$ cat src/rtl/watch_pkg.sv
// rtl/watch_pkg.sv - shared field limits, mode encoding and helpers for the watch core
package watch_pkg;

  localparam int FW = 8;

  localparam logic [FW-1:0] SEC_MAX  = 8'd59;
  localparam logic [FW-1:0] MIN_MAX  = 8'd59;
  localparam logic [FW-1:0] HOUR_MAX = 8'd23;

  typedef enum logic [2:0] {
    MODE_RUN   = 3'd0,
    MODE_SET_H = 3'd1,
    MODE_SET_M = 3'd2,
    MODE_SET_S = 3'd3,
    MODE_SW    = 3'd4,
    MODE_ALM_M = 3'd5,
    MODE_ALM_H = 3'd6,
    MODE_RSVD  = 3'd7
  } mode_t;

  typedef enum logic {
    RING_IDLE = 1'b0,
    RING_ON   = 1'b1
  } ring_state_t;

  // >= rather than == so an out-of-range value recovers to 0
  function automatic logic [FW-1:0] wrap_inc(input logic [FW-1:0] v, input logic [FW-1:0] lim);
    return (v >= lim) ? '0 : v + 8'd1;
  endfunction

endpackage

$ cat src/rtl/watch_core_multi_if.sv
// rtl/watch_core_multi_if.sv - button/display-side bundle of the watch core
interface watch_core_multi_if import watch_pkg::*; #(
  parameter int N_ALARM = 4
);
  localparam int AW = (N_ALARM > 1) ? $clog2(N_ALARM) : 1;

  logic              tick;
  logic [2:0]        mode;
  logic              hold;
  logic              clr;
  logic              inc;
  logic [AW-1:0]     alm_sel;
  logic [N_ALARM-1:0] alm_en;
  logic              sw_ss;
  logic              sw_zero;
  logic              sw_lap;
  logic              ack;

  logic [FW-1:0]     hour, min, sec;
  logic [FW-1:0]     sw_hour, sw_min, sw_sec;
  logic [FW-1:0]     lap_hour, lap_min, lap_sec;
  logic [FW-1:0]     ahour, amin;
  logic              sw_run;
  logic              ring;
  logic [AW-1:0]     ring_id;

  modport master (
    output tick, mode, hold, clr, inc, alm_sel, alm_en, sw_ss, sw_zero, sw_lap, ack,
    input  hour, min, sec, sw_hour, sw_min, sw_sec, lap_hour, lap_min, lap_sec,
    input  ahour, amin, sw_run, ring, ring_id
  );

  modport slave (
    input  tick, mode, hold, clr, inc, alm_sel, alm_en, sw_ss, sw_zero, sw_lap, ack,
    output hour, min, sec, sw_hour, sw_min, sw_sec, lap_hour, lap_min, lap_sec,
    output ahour, amin, sw_run, ring, ring_id
  );

endinterface

$ cat src/rtl/hms_counter.sv
// rtl/hms_counter.sv - h:m:s counter with clear, parallel load and carry chain
module hms_counter import watch_pkg::*; #(
  parameter int HMAX = 23
) (
  input  logic          clk,
  input  logic          rst_n,
  input  logic          en,
  input  logic          clr,
  input  logic          load,
  input  logic [FW-1:0] lh,
  input  logic [FW-1:0] lm,
  input  logic [FW-1:0] ls,
  output logic [FW-1:0] h,
  output logic [FW-1:0] m,
  output logic [FW-1:0] s,
  output logic [FW-1:0] nh,
  output logic [FW-1:0] nm,
  output logic [FW-1:0] ns,
  output logic          wrap
);

  localparam logic [FW-1:0] HLIM = HMAX[FW-1:0];

  // next value is exposed so the alarm matcher can compare post-increment time
  always_comb begin
    ns = wrap_inc(s, SEC_MAX);
    nm = m;
    nh = h;
    if (s >= SEC_MAX) begin
      nm = wrap_inc(m, MIN_MAX);
      if (m >= MIN_MAX) nh = wrap_inc(h, HLIM);
    end
  end

  assign wrap = en && (s >= SEC_MAX);

  always_ff @(posedge clk or negedge rst_n) begin
    if (!rst_n) begin
      h <= '0;
      m <= '0;
      s <= '0;
    end else if (clr) begin
      h <= '0;
      m <= '0;
      s <= '0;
    end else if (load) begin
      h <= lh;
      m <= lm;
      s <= ls;
    end else if (en) begin
      h <= nh;
      m <= nm;
      s <= ns;
    end
  end

endmodule

$ cat src/rtl/watch_core_multi.sv
// rtl/watch_core_multi.sv - time of day, stopwatch with lap, N alarms with timed ring
module watch_core_multi import watch_pkg::*; #(
  parameter int N_ALARM     = 4,
  parameter int RING_SECS   = 60,
  parameter int SW_HOUR_MAX = 99
) (
  input logic              clk,
  input logic              rst_n,
  watch_core_multi_if.slave bus
);

  localparam int AW = (N_ALARM > 1) ? $clog2(N_ALARM) : 1;
  localparam logic [FW-1:0] RING_LOAD = RING_SECS[FW-1:0];

  mode_t         md;
  logic          set_mode;
  logic          tod_en, tod_load, tod_wrap;
  logic [FW-1:0] tod_h, tod_m, tod_s, tod_nh, tod_nm, tod_ns;
  logic [FW-1:0] ld_h, ld_m, ld_s;

  assign md       = mode_t'(bus.mode);
  assign set_mode = (md == MODE_SET_H) || (md == MODE_SET_M) || (md == MODE_SET_S);

  // clr and hold both suppress advance so neither can raise the carry used by the matcher
  assign tod_en   = bus.tick && !set_mode && !bus.hold && !bus.clr;
  assign tod_load = bus.inc && set_mode && !bus.hold && !bus.clr;

  assign ld_h = (md == MODE_SET_H) ? wrap_inc(tod_h, HOUR_MAX) : tod_h;
  assign ld_m = (md == MODE_SET_M) ? wrap_inc(tod_m, MIN_MAX)  : tod_m;
  assign ld_s = (md == MODE_SET_S) ? wrap_inc(tod_s, SEC_MAX)  : tod_s;

  hms_counter #(.HMAX(23)) u_tod (
    .clk  (clk),
    .rst_n(rst_n),
    .en   (tod_en),
    .clr  (bus.clr),
    .load (tod_load),
    .lh   (ld_h),
    .lm   (ld_m),
    .ls   (ld_s),
    .h    (tod_h),
    .m    (tod_m),
    .s    (tod_s),
    .nh   (tod_nh),
    .nm   (tod_nm),
    .ns   (tod_ns),
    .wrap (tod_wrap)
  );

  assign bus.hour = tod_h;
  assign bus.min  = tod_m;
  assign bus.sec  = tod_s;

  // stopwatch ignores hold/clr and mode entirely
  logic          sw_run_q;
  logic [FW-1:0] sw_h, sw_m, sw_s, sw_nh, sw_nm, sw_ns;
  logic          sw_wrap;
  logic [FW-1:0] lap_h, lap_m, lap_s;

  hms_counter #(.HMAX(SW_HOUR_MAX)) u_sw (
    .clk  (clk),
    .rst_n(rst_n),
    .en   (sw_run_q && bus.tick),
    .clr  (bus.sw_zero),
    .load (1'b0),
    .lh   ('0),
    .lm   ('0),
    .ls   ('0),
    .h    (sw_h),
    .m    (sw_m),
    .s    (sw_s),
    .nh   (sw_nh),
    .nm   (sw_nm),
    .ns   (sw_ns),
    .wrap (sw_wrap)
  );

  logic unused_sw;
  assign unused_sw = ^{sw_nh, sw_nm, sw_ns, sw_wrap, tod_ns};

  always_ff @(posedge clk or negedge rst_n) begin
    if (!rst_n) begin
      sw_run_q <= 1'b0;
      lap_h    <= '0;
      lap_m    <= '0;
      lap_s    <= '0;
    end else begin
      if (bus.sw_zero)    sw_run_q <= 1'b0;
      else if (bus.sw_ss) sw_run_q <= !sw_run_q;
      if (bus.sw_lap) begin
        lap_h <= sw_h;
        lap_m <= sw_m;
        lap_s <= sw_s;
      end
    end
  end

  assign bus.sw_hour  = sw_h;
  assign bus.sw_min   = sw_m;
  assign bus.sw_sec   = sw_s;
  assign bus.sw_run   = sw_run_q;
  assign bus.lap_hour = lap_h;
  assign bus.lap_min  = lap_m;
  assign bus.lap_sec  = lap_s;

  logic [FW-1:0] ahr [N_ALARM];
  logic [FW-1:0] amn [N_ALARM];
  logic          sel_ok;

  assign sel_ok = (32'(bus.alm_sel) < 32'(N_ALARM));

  always_ff @(posedge clk or negedge rst_n) begin
    if (!rst_n) begin
      for (int i = 0; i < N_ALARM; i++) begin
        ahr[i] <= '0;
        amn[i] <= '0;
      end
    end else if (bus.inc && sel_ok) begin
      if (md == MODE_ALM_H) ahr[bus.alm_sel] <= wrap_inc(ahr[bus.alm_sel], HOUR_MAX);
      if (md == MODE_ALM_M) amn[bus.alm_sel] <= wrap_inc(amn[bus.alm_sel], MIN_MAX);
    end
  end

  assign bus.ahour = sel_ok ? ahr[bus.alm_sel] : '0;
  assign bus.amin  = sel_ok ? amn[bus.alm_sel] : '0;

  logic [N_ALARM-1:0] hit;
  logic [AW-1:0]      win;
  logic               any_hit;

  for (genvar i = 0; i < N_ALARM; i++) begin : g_match
    assign hit[i] = tod_wrap && bus.alm_en[i] && (tod_nh == ahr[i]) && (tod_nm == amn[i]);
  end

  always_comb begin
    win = '0;
    for (int i = N_ALARM - 1; i >= 0; i--) begin
      if (hit[i]) win = AW'(i);
    end
  end

  assign any_hit = |hit;

  ring_state_t   rstate;
  logic [FW-1:0] ring_cnt;
  logic          ring_q;
  logic [AW-1:0] ring_id_q;

  // a fresh match takes precedence over ack, expiry and enable drop
  always_ff @(posedge clk or negedge rst_n) begin
    if (!rst_n) begin
      rstate    <= RING_IDLE;
      ring_cnt  <= '0;
      ring_q    <= 1'b0;
      ring_id_q <= '0;
    end else if (any_hit) begin
      rstate    <= RING_ON;
      ring_cnt  <= RING_LOAD;
      ring_q    <= 1'b1;
      ring_id_q <= win;
    end else if (rstate == RING_ON) begin
      if (bus.ack || !bus.alm_en[ring_id_q] || (bus.tick && ring_cnt <= 8'd1)) begin
        rstate   <= RING_IDLE;
        ring_cnt <= '0;
        ring_q   <= 1'b0;
      end else if (bus.tick) begin
        ring_cnt <= ring_cnt - 8'd1;
      end
    end
  end

  assign bus.ring    = ring_q;
  assign bus.ring_id = ring_id_q;

endmodule

$ cat src/flat_wrapper.sv
// flat-port wrapper written by rule: the top's interface ports become plain ports
module watch_core_multi_flat import watch_pkg::*;
#(
  parameter int N_ALARM     = 4,
  parameter int RING_SECS   = 60,
  parameter int SW_HOUR_MAX = 99
)
  (clk, rst_n, bus_tick, bus_mode, bus_hold, bus_clr, bus_inc, bus_alm_sel, bus_alm_en, bus_sw_ss, bus_sw_zero, bus_sw_lap, bus_ack, bus_hour, bus_min, bus_sec, bus_sw_hour, bus_sw_min, bus_sw_sec, bus_lap_hour, bus_lap_min, bus_lap_sec, bus_ahour, bus_amin, bus_sw_run, bus_ring, bus_ring_id);
  watch_core_multi_if #(.N_ALARM(N_ALARM)) bus_i ();
  input logic clk;
  input logic rst_n;
  input wire logic [$bits(bus_i.tick)-1:0] bus_tick;
  input wire logic [$bits(bus_i.mode)-1:0] bus_mode;
  input wire logic [$bits(bus_i.hold)-1:0] bus_hold;
  input wire logic [$bits(bus_i.clr)-1:0] bus_clr;
  input wire logic [$bits(bus_i.inc)-1:0] bus_inc;
  input wire logic [$bits(bus_i.alm_sel)-1:0] bus_alm_sel;
  input wire logic [$bits(bus_i.alm_en)-1:0] bus_alm_en;
  input wire logic [$bits(bus_i.sw_ss)-1:0] bus_sw_ss;
  input wire logic [$bits(bus_i.sw_zero)-1:0] bus_sw_zero;
  input wire logic [$bits(bus_i.sw_lap)-1:0] bus_sw_lap;
  input wire logic [$bits(bus_i.ack)-1:0] bus_ack;
  output wire logic [$bits(bus_i.hour)-1:0] bus_hour;
  output wire logic [$bits(bus_i.min)-1:0] bus_min;
  output wire logic [$bits(bus_i.sec)-1:0] bus_sec;
  output wire logic [$bits(bus_i.sw_hour)-1:0] bus_sw_hour;
  output wire logic [$bits(bus_i.sw_min)-1:0] bus_sw_min;
  output wire logic [$bits(bus_i.sw_sec)-1:0] bus_sw_sec;
  output wire logic [$bits(bus_i.lap_hour)-1:0] bus_lap_hour;
  output wire logic [$bits(bus_i.lap_min)-1:0] bus_lap_min;
  output wire logic [$bits(bus_i.lap_sec)-1:0] bus_lap_sec;
  output wire logic [$bits(bus_i.ahour)-1:0] bus_ahour;
  output wire logic [$bits(bus_i.amin)-1:0] bus_amin;
  output wire logic [$bits(bus_i.sw_run)-1:0] bus_sw_run;
  output wire logic [$bits(bus_i.ring)-1:0] bus_ring;
  output wire logic [$bits(bus_i.ring_id)-1:0] bus_ring_id;
  assign bus_i.tick = bus_tick;
  assign bus_i.mode = bus_mode;
  assign bus_i.hold = bus_hold;
  assign bus_i.clr = bus_clr;
  assign bus_i.inc = bus_inc;
  assign bus_i.alm_sel = bus_alm_sel;
  assign bus_i.alm_en = bus_alm_en;
  assign bus_i.sw_ss = bus_sw_ss;
  assign bus_i.sw_zero = bus_sw_zero;
  assign bus_i.sw_lap = bus_sw_lap;
  assign bus_i.ack = bus_ack;
  assign bus_hour = bus_i.hour;
  assign bus_min = bus_i.min;
  assign bus_sec = bus_i.sec;
  assign bus_sw_hour = bus_i.sw_hour;
  assign bus_sw_min = bus_i.sw_min;
  assign bus_sw_sec = bus_i.sw_sec;
  assign bus_lap_hour = bus_i.lap_hour;
  assign bus_lap_min = bus_i.lap_min;
  assign bus_lap_sec = bus_i.lap_sec;
  assign bus_ahour = bus_i.ahour;
  assign bus_amin = bus_i.amin;
  assign bus_sw_run = bus_i.sw_run;
  assign bus_ring = bus_i.ring;
  assign bus_ring_id = bus_i.ring_id;
  watch_core_multi #(.N_ALARM(N_ALARM), .RING_SECS(RING_SECS), .SW_HOUR_MAX(SW_HOUR_MAX)) u_core (.clk(clk), .rst_n(rst_n), .bus(bus_i));
endmodule
$ cat config.mk
export PLATFORM = sky130hd
export DESIGN_NAME = watch_core_multi_flat
export DESIGN_NICKNAME = d
export VERILOG_FILES = /design/src/rtl/watch_pkg.sv /design/src/rtl/watch_core_multi_if.sv /design/src/rtl/hms_counter.sv /design/src/rtl/watch_core_multi.sv /design/src/flat_wrapper.sv
export SDC_FILE = /design/constraint.sdc
export NUM_CORES = 1
export LEC_CHECK = 0
export CAP_MARGIN = 20
export CORE_ASPECT_RATIO = 0.5
export CORE_UTILIZATION = 51
export DETAILED_ROUTE_END_ITERATION = 8
export PLACE_DENSITY_LB_ADDON = 0.15
export RECOVER_POWER = 50
export SYNTH_ARGS = -nofsm -noshare
export SYNTH_HDL_FRONTEND = slang
export SYNTH_SLANG_ARGS = --single-unit
$ cat constraint.sdc
create_clock -name clk -period 2.6 [get_ports clk]
set_input_delay 0.26 -clock clk [delete_from_list [all_inputs] [get_ports clk]]
set_output_delay 0.26 -clock clk [all_outputs]
set_load 0.005 [all_outputs]
# Word level (Yosys, flattened, before mapping)
# Index checks and enable logic that the tools add are counted.
[word_totals]
reg_bits = 149
input_bits = 19
elab_cells = 169
[classes]
n_addsub = 9
n_lt_le_gt_ge = 12
n_eq_ne = 16
n_mux = 60
bitwise_logic = 1
reduce_logical = 49
[op_table]
columns = ["op", "count"]
rows = [
  ["8-bit 2-to-1 mux", 41],
  ["8-bit by 1-bit adder with 8-bit output (second input constant)", 8],
  ["32-bit bitwise mux", 2],
  ["8-bit equality test", 8],
  ["8-bit by 6-bit >= comparator with 1-bit output (second input constant)", 5],
  ["8-bit binary-select mux with 2-bit select", 2],
  ["1-bit logical AND", 22],
  ["8-bit demux with 2-bit select", 1],
  ["8-bit by 5-bit >= comparator with 1-bit output (second input constant)", 2],
  ["2-bit AND reduction", 8],
  ["2-bit nonzero test", 6],
  ["1-bit 2-to-1 mux", 9],
  ["3-bit inequality test (second input constant)", 3],
  ["8-bit by 7-bit >= comparator with 1-bit output (second input constant)", 1],
  ["8-bit by 1-bit less-or-equal comparator with 1-bit output (second input constant)", 1],
  ["2-bit 2-to-1 mux", 4],
  ["8-bit by 1-bit subtractor with 8-bit output (second input constant)", 1],
  ["3-bit by 2-bit equality test with 1-bit output (second input constant)", 2],
  ["3-bit equality test (second input constant)", 2],
  ["3-bit nonzero test", 2],
  ["1-bit logical NOT", 5],
  ["1-bit logical OR", 4],
  ["4-bit OR reduction", 1],
  ["3-bit by 1-bit equality test with 1-bit output (second input constant)", 1],
  ["6 further kinds", 6],
]

# Longest topological paths before layout
[logic_depth]
ltp_word = 15
ltp_mapped = 10
mapped_depth_nobuf = 9

# By module
# A second synthesis with hierarchy kept.
[unflattened]
hier_cells = 1032
area_unflattened_um2 = 9661.8
[modules_own_cells]
columns = ["mod", "n_inst", "cells_each", "area_per_inst_um2", "seq_area_each_um2"]
rows = [
  ["watch_core_multi", 1, 560, 5875.6, 2527.4],
  ["hms_counter (u_core.u_sw)", 1, 241, 1954.4, 600.6],
  ["hms_counter (u_core.u_tod)", 1, 231, 1831.8, 600.6],
]

# Worst setup path after synthesis
# Ideal clock, no wire load.
[synth_path]
kind = "flip-flop to flip-flop"
from = "register u_core.u_tod.m[1]"
to = "register u_core.ring_cnt[6]"
setup_time_ns = 0.120
arrival_time_ns = 2.650
setup_slack_ns = -0.169
stages_incl_launch_ff = 10
path_buffers = 0
synth_period_minus_slack_ns = 2.769
cell_sequence = "dfrtp_1 ha_1 o2111a_4 nor2_2 mux2_2 a221oi_1 o2111ai_1 nor4_2 nor4_4 and3_1"
[synth_via]
elab_chain_len = 9
[synth_lines]
columns = ["item", "line", "rtl"]
rows = [
  ["start: declaration", "hms_counter.sv:14", "output logic [FW-1:0] m,"],
  ["start signal: assignment", "hms_counter.sv:48", "m <= lm;"],
  ["start signal: assignment", "hms_counter.sv:52", "m <= nm;"],
  ["8-bit by 6-bit >= comparator with 1-bit output", "watch_pkg.sv:28, hms_counter.sv:31", ""],
  ["8-bit 2-to-1 mux", "hms_counter.sv:31", "if (m >= MIN_MAX) nh = wrap_inc(h, HLIM);"],
  ["8-bit 2-to-1 mux", "hms_counter.sv:29", "if (s >= SEC_MAX) begin"],
  ["8-bit equality test", "watch_core_multi.sv:132", "assign hit[i] = tod_wrap && bus.alm_en[i] && (tod_nh == ahr[i]) && (tod_nm == amn[i]);"],
  ["1-bit logical AND (2 in series)", "watch_core_multi.sv:132", ""],
  ["4-bit OR reduction *", "watch_core_multi.sv:142", "assign any_hit = |hit;"],
  ["3-bit nonzero test (no source line) or 2-bit nonzero test (tied branches)", "--", ""],
  ["2-bit AND reduction (no source line)", "--", ""],
  ["end signal: assignment", "watch_core_multi.sv:167", "ring_cnt <= ring_cnt - 8'd1;"],
  ["end: declaration", "watch_core_multi.sv:145", "logic [FW-1:0] ring_cnt;"],
]
# Mark *: on every way between the ends. The rest lies on a longest branch, timed or not.
# A chain may end at the register's enable or synchronous reset.

# Worst setup path in the final report
[layout_path]
from = "register u_core.u_tod.s[1]"
to = "register u_core.ring_cnt[7]"
[layout_via]
elab_chain_len = 8
[layout_lines]
columns = ["item", "line", "rtl"]
rows = [
  ["start: declaration", "hms_counter.sv:15", "output logic [FW-1:0] s,"],
  ["start signal: assignment", "hms_counter.sv:49", "s <= ls;"],
  ["start signal: assignment", "hms_counter.sv:53", "s <= ns;"],
  ["8-bit by 6-bit >= comparator with 1-bit output *", "hms_counter.sv:29, hms_counter.sv:35", ""],
  ["8-bit 2-to-1 mux or 1-bit logical AND (tied branches)", "hms_counter.sv:29, hms_counter.sv:35", ""],
  ["8-bit equality test or 1-bit logical AND (tied branches)", "watch_core_multi.sv:132", ""],
  ["1-bit logical AND (2 in series)", "watch_core_multi.sv:132", ""],
  ["4-bit OR reduction *", "watch_core_multi.sv:142", ""],
  ["3-bit nonzero test (no source line) or 2-bit nonzero test (tied branches)", "--", ""],
  ["2-bit AND reduction (no source line)", "--", ""],
]
# Marks and branches as above.

==> results.json <==
{
  "status": "finished, violations left",
  "violations": "max-capacitance violations, max-slew violations, negative setup slack",
  "reg2reg_from": "u_core.u_tod.s[1]$_DFFE_PN0P_",
  "final-instance-count-excl-fill": 1302,
  "drt-pass1-iter-count": 5,
  "wl_per_cell_um": 20.49,
  "grt_usage_pct": 32.14,
  "worst_slew_pin_slew_ps": 1578,
  "start_kind": "flip-flop",
  "final_nets": 1097,
  "grt_pass1_wl_mm": 41.65,
  "gp_congestion": 1.030,
  "dp_hpwl_mm": 19.06,
  "avgSynthCellArea_um2": 10.48,
  "register_area_um2": 3731,
  "final.min_clock_period_ps": 2833,
  "hold_viol_final": 0,
  "ys_ff_latch": 149,
  "rsz0062_at_grt": "true",
  "num_antenna_cells": 0,
  "max-slew-margin-rel_pct": -5.213,
  "clock_path_buffers": 2,
  "endpoint_kind": "flip-flop",
  "syn_area_um2": 8419,
  "cp.required_ps": 2910,
  "drc": 0,
  "finalSetupViolCount": 12,
  "insertion_delay_ps": 430,
  "first_iter_violations": 849,
  "overflow": 0,
  "min_period_over_period_pct": 109.0,
  "vias": 7886,
  "die-area_um2": 17060,
  "drive_gt1_share_pct": 30.06,
  "ys_seq_area_share_pct": 44.29,
  "io_buffers": 110,
  "r2r_cells": 10,
  "setup_ws_ps": -233.5,
  "drv_slew": 64,
  "routed_wl_mm": 26.67,
  "clkTransAtPathRegs_ps": 60,
  "rrSetupSlack_ps": -230,
  "pre_cts_slack_ps": -662.8,
  "crit_fanout": 10,
  "fill_cells": 1143,
  "ys_types": 82,
  "antenna_found_initial": 0,
  "cp.arrival_ps": 3140,
  "initial_core_util_pct": 53.37,
  "cp-endpoint": "u_core.ring_cnt[7]$_DFFE_PN0P_",
  "cts_num_sinks": 149,
  "crit_start": "u_core.u_tod.s[1]$_DFFE_PN0P_",
  "cts_tree": "yes",
  "ys_warn_count": 0,
  "fmax_mhz": 352.9,
  "p_per_area_nw_per_um2": 555.8,
  "synth_edf_count": 0,
  "synth_nets": 832,
  "synthArstFlopShare_pct": 100.0,
  "r2r-end": "u_core.ring_cnt[7]$_DFFE_PN0P_",
  "multiInputGateArea_um2": 4782,
  "hold_path_class": "in2reg",
  "cts.htree.levels": 4,
  "peakVddDrop_mv": 0.4502,
  "yosys_most_used_dff": "dfrtp_1",
  "ioPinCount": 111,
  "numCtsBuffers": 17,
  "rows": 32,
  "place_inst": 1254,
  "area.growth.synth_to_final_pct": 40.60,
  "cap_violations": 1,
  "clock-root-buffer": "clkbuf_16",
  "die_h_um": 92.86,
  "syn_inst": 803,
  "via_per_inst": 6.057,
  "grt_pass1_vias": 7669,
  "die_width_um": 183.7,
  "core_area_um2": 15780,
  "skew_ps": 10.19,
  "critPathKind": "reg2reg",
  "grt_max_degree": 64,
  "leakagePower_nw": 5.377,
  "postRouteAntennaNets": 0
}
[layout by cell type, fill, tap and decap left out, types with 7 or more instances in the layout]
cell               n
o31ai_1           18
a22oi_1           10
clkbuf_1           8
nor2b_1           26
mux2_2            56
nand2_1           67
a31oi_1            8
and2_1            22
xnor2_1           23
mux4_2            17
dfrtp_1          147
clkdlybuf4s50_1   97
ha_1               7
and3_1            14
clkbuf_16         17
nand3_1           25
buf_6              9
nand2b_1          11
nor2_1            49
nor3_1            19
inv_1             20
buf_4            145
or3_1              9
o21ai_0           47
xor2_1            19
a21oi_1           17
a21o_1             7
dlygate4sd3_1     13
[layer usage]
layer,track usage [%],vias up,routed length (um)
met5,0,-,0
met4,7.361,0,493
met3,9.044,47,2643
met2,50.06,382,11900
met1,44.51,3939,11640
li1,-,3518,-
[critical path: stages, from the launching register on]
cell       delay [ps]
dfrtp_1           420
ha_4              190
o2111a_2          300
o22ai_4           260
nor3_2            120
or3_4             410
a2111oi_4         360
and4bb_2          320
nor4_4             60
buf_6             130
and3_1            140
[cells by family (layout without fill, tap and decap cells)]
group | after synthesis | in the layout | share of synthesized area (%)
mux | 78 | 78 | 12.65
compound gates | 182 | 182 | 15.89
buf+inv | 50 | 328 | 2.749
xor+xnor | 46 | 46 | 4.785
flops | 149 | 149 | 44.29
fa+ha+maj | 10 | 10 | 1.486
simple gates | 288 | 288 | 18.16
[area by class of cell]
type	count	area share (%)
Clock buffer	22	3.921
Clock inverter	10	0.8350
Inverter	20	0.6342
Multi-Input combinational cell	604	40.40
Sequential cell	149	31.52
Tap cell	221	2.336
Timing Repair Buffer	276	20.36
[registers in the layout, indices dropped and copies added, names as in the netlist]
signal / cells
u_core.ahr: 32
u_core.amn: 32
u_core.bus.lap_hour: 8
u_core.bus.lap_min: 8
u_core.bus.lap_sec: 8
u_core.bus.ring: 1
u_core.bus.ring_id: 2
u_core.bus.sw_run: 1
u_core.ring_cnt: 8
u_core.rstate: 1
u_core.u_sw.h: 8
u_core.u_sw.m: 8
u_core.u_sw.s: 8
u_core.u_tod.h: 8
u_core.u_tod.m: 8
u_core.u_tod.s: 8
[how the worst min path moves through the flow]
stage | slack [ps] | endpoint | from | cells after the start
after floorplan | -40 | u_core.ahr[0]$_DFFE_PN0P_ | rst_n | 0
after global placement | 280 | u_core.u_tod.s[2]$_DFFE_PN0P_ | rst_n | 1
after detailed placement | 290 | u_core.u_tod.s[2]$_DFFE_PN0P_ | rst_n | 1
after CTS | 420 | u_core.u_tod.s[2]$_DFFE_PN0P_ | rst_n | 2
after global routing | 470 | u_core.bus.sw_run$_DFFE_PN0P_ | bus_sw_ss | 3
final | 470 | u_core.bus.sw_run$_DFFE_PN0P_ | bus_sw_ss | 3
[metrics by stage]
step           total power [mW]  util (%)  TNS, ps  hold WS, ps  area [um^2]
6_report                  6.579     75.04    -2054        470.5        11840
5_1_grt                   6.833     75.04   -12510        466.1        11840
4_1_cts                   6.571     74.74    -1001        424.9        11790
3_5_place_dp              4.084     68.96    -7352        289.8        10880
3_3_place_gp              4.049     68.96    -4473        284.6        10880
2_1_floorplan             3.386         -   -44.34       -35.59         8456
[report_power, final]
part / total [mW] / switching [mW] / internal, mW
sequential: 2.74 / 0.237 / 2.50
combinational: 1.44 / 0.670 / 0.766
clock: 2.40 / 1.03 / 1.38
total: 6.58 / 1.93 / 4.65
[synth_stat cells (11+ instances only)]
master,number,area (um^2)
dfrtp_1,149,3729
nand2_1,69,259.0
mux2_2,57,641.9
o21ai_0,50,250.2
nor2_1,49,183.9
nand3_1,26,130.1
nor2b_1,26,162.7
xnor2_1,25,219.0
and2_1,22,137.6
nor3_1,21,105.1
xor2_1,21,183.9
inv_1,20,75.07
a21oi_1,18,90.09
o31ai_1,18,135.1
mux4_2,17,382.9
and3_1,14,87.58
buf_2,12,60.06
clkbuf_1,11,41.29
nand2b_1,11,68.82
[timing repair]
| item | 4_1_cts | 5_1_grt |
|---|---|---|
| gates resized for setup | 44 | 12 |
| hold buffers | 1 | 0 |
| buffers inserted | 10 | 7 |
| setup endpoints to repair | 12 | 12 |
| pin swaps | 21 | 14 |
| endpoints found under the hold margin | 61 | 0 |
No activity file was read; power rests on OpenSTA's default activity.
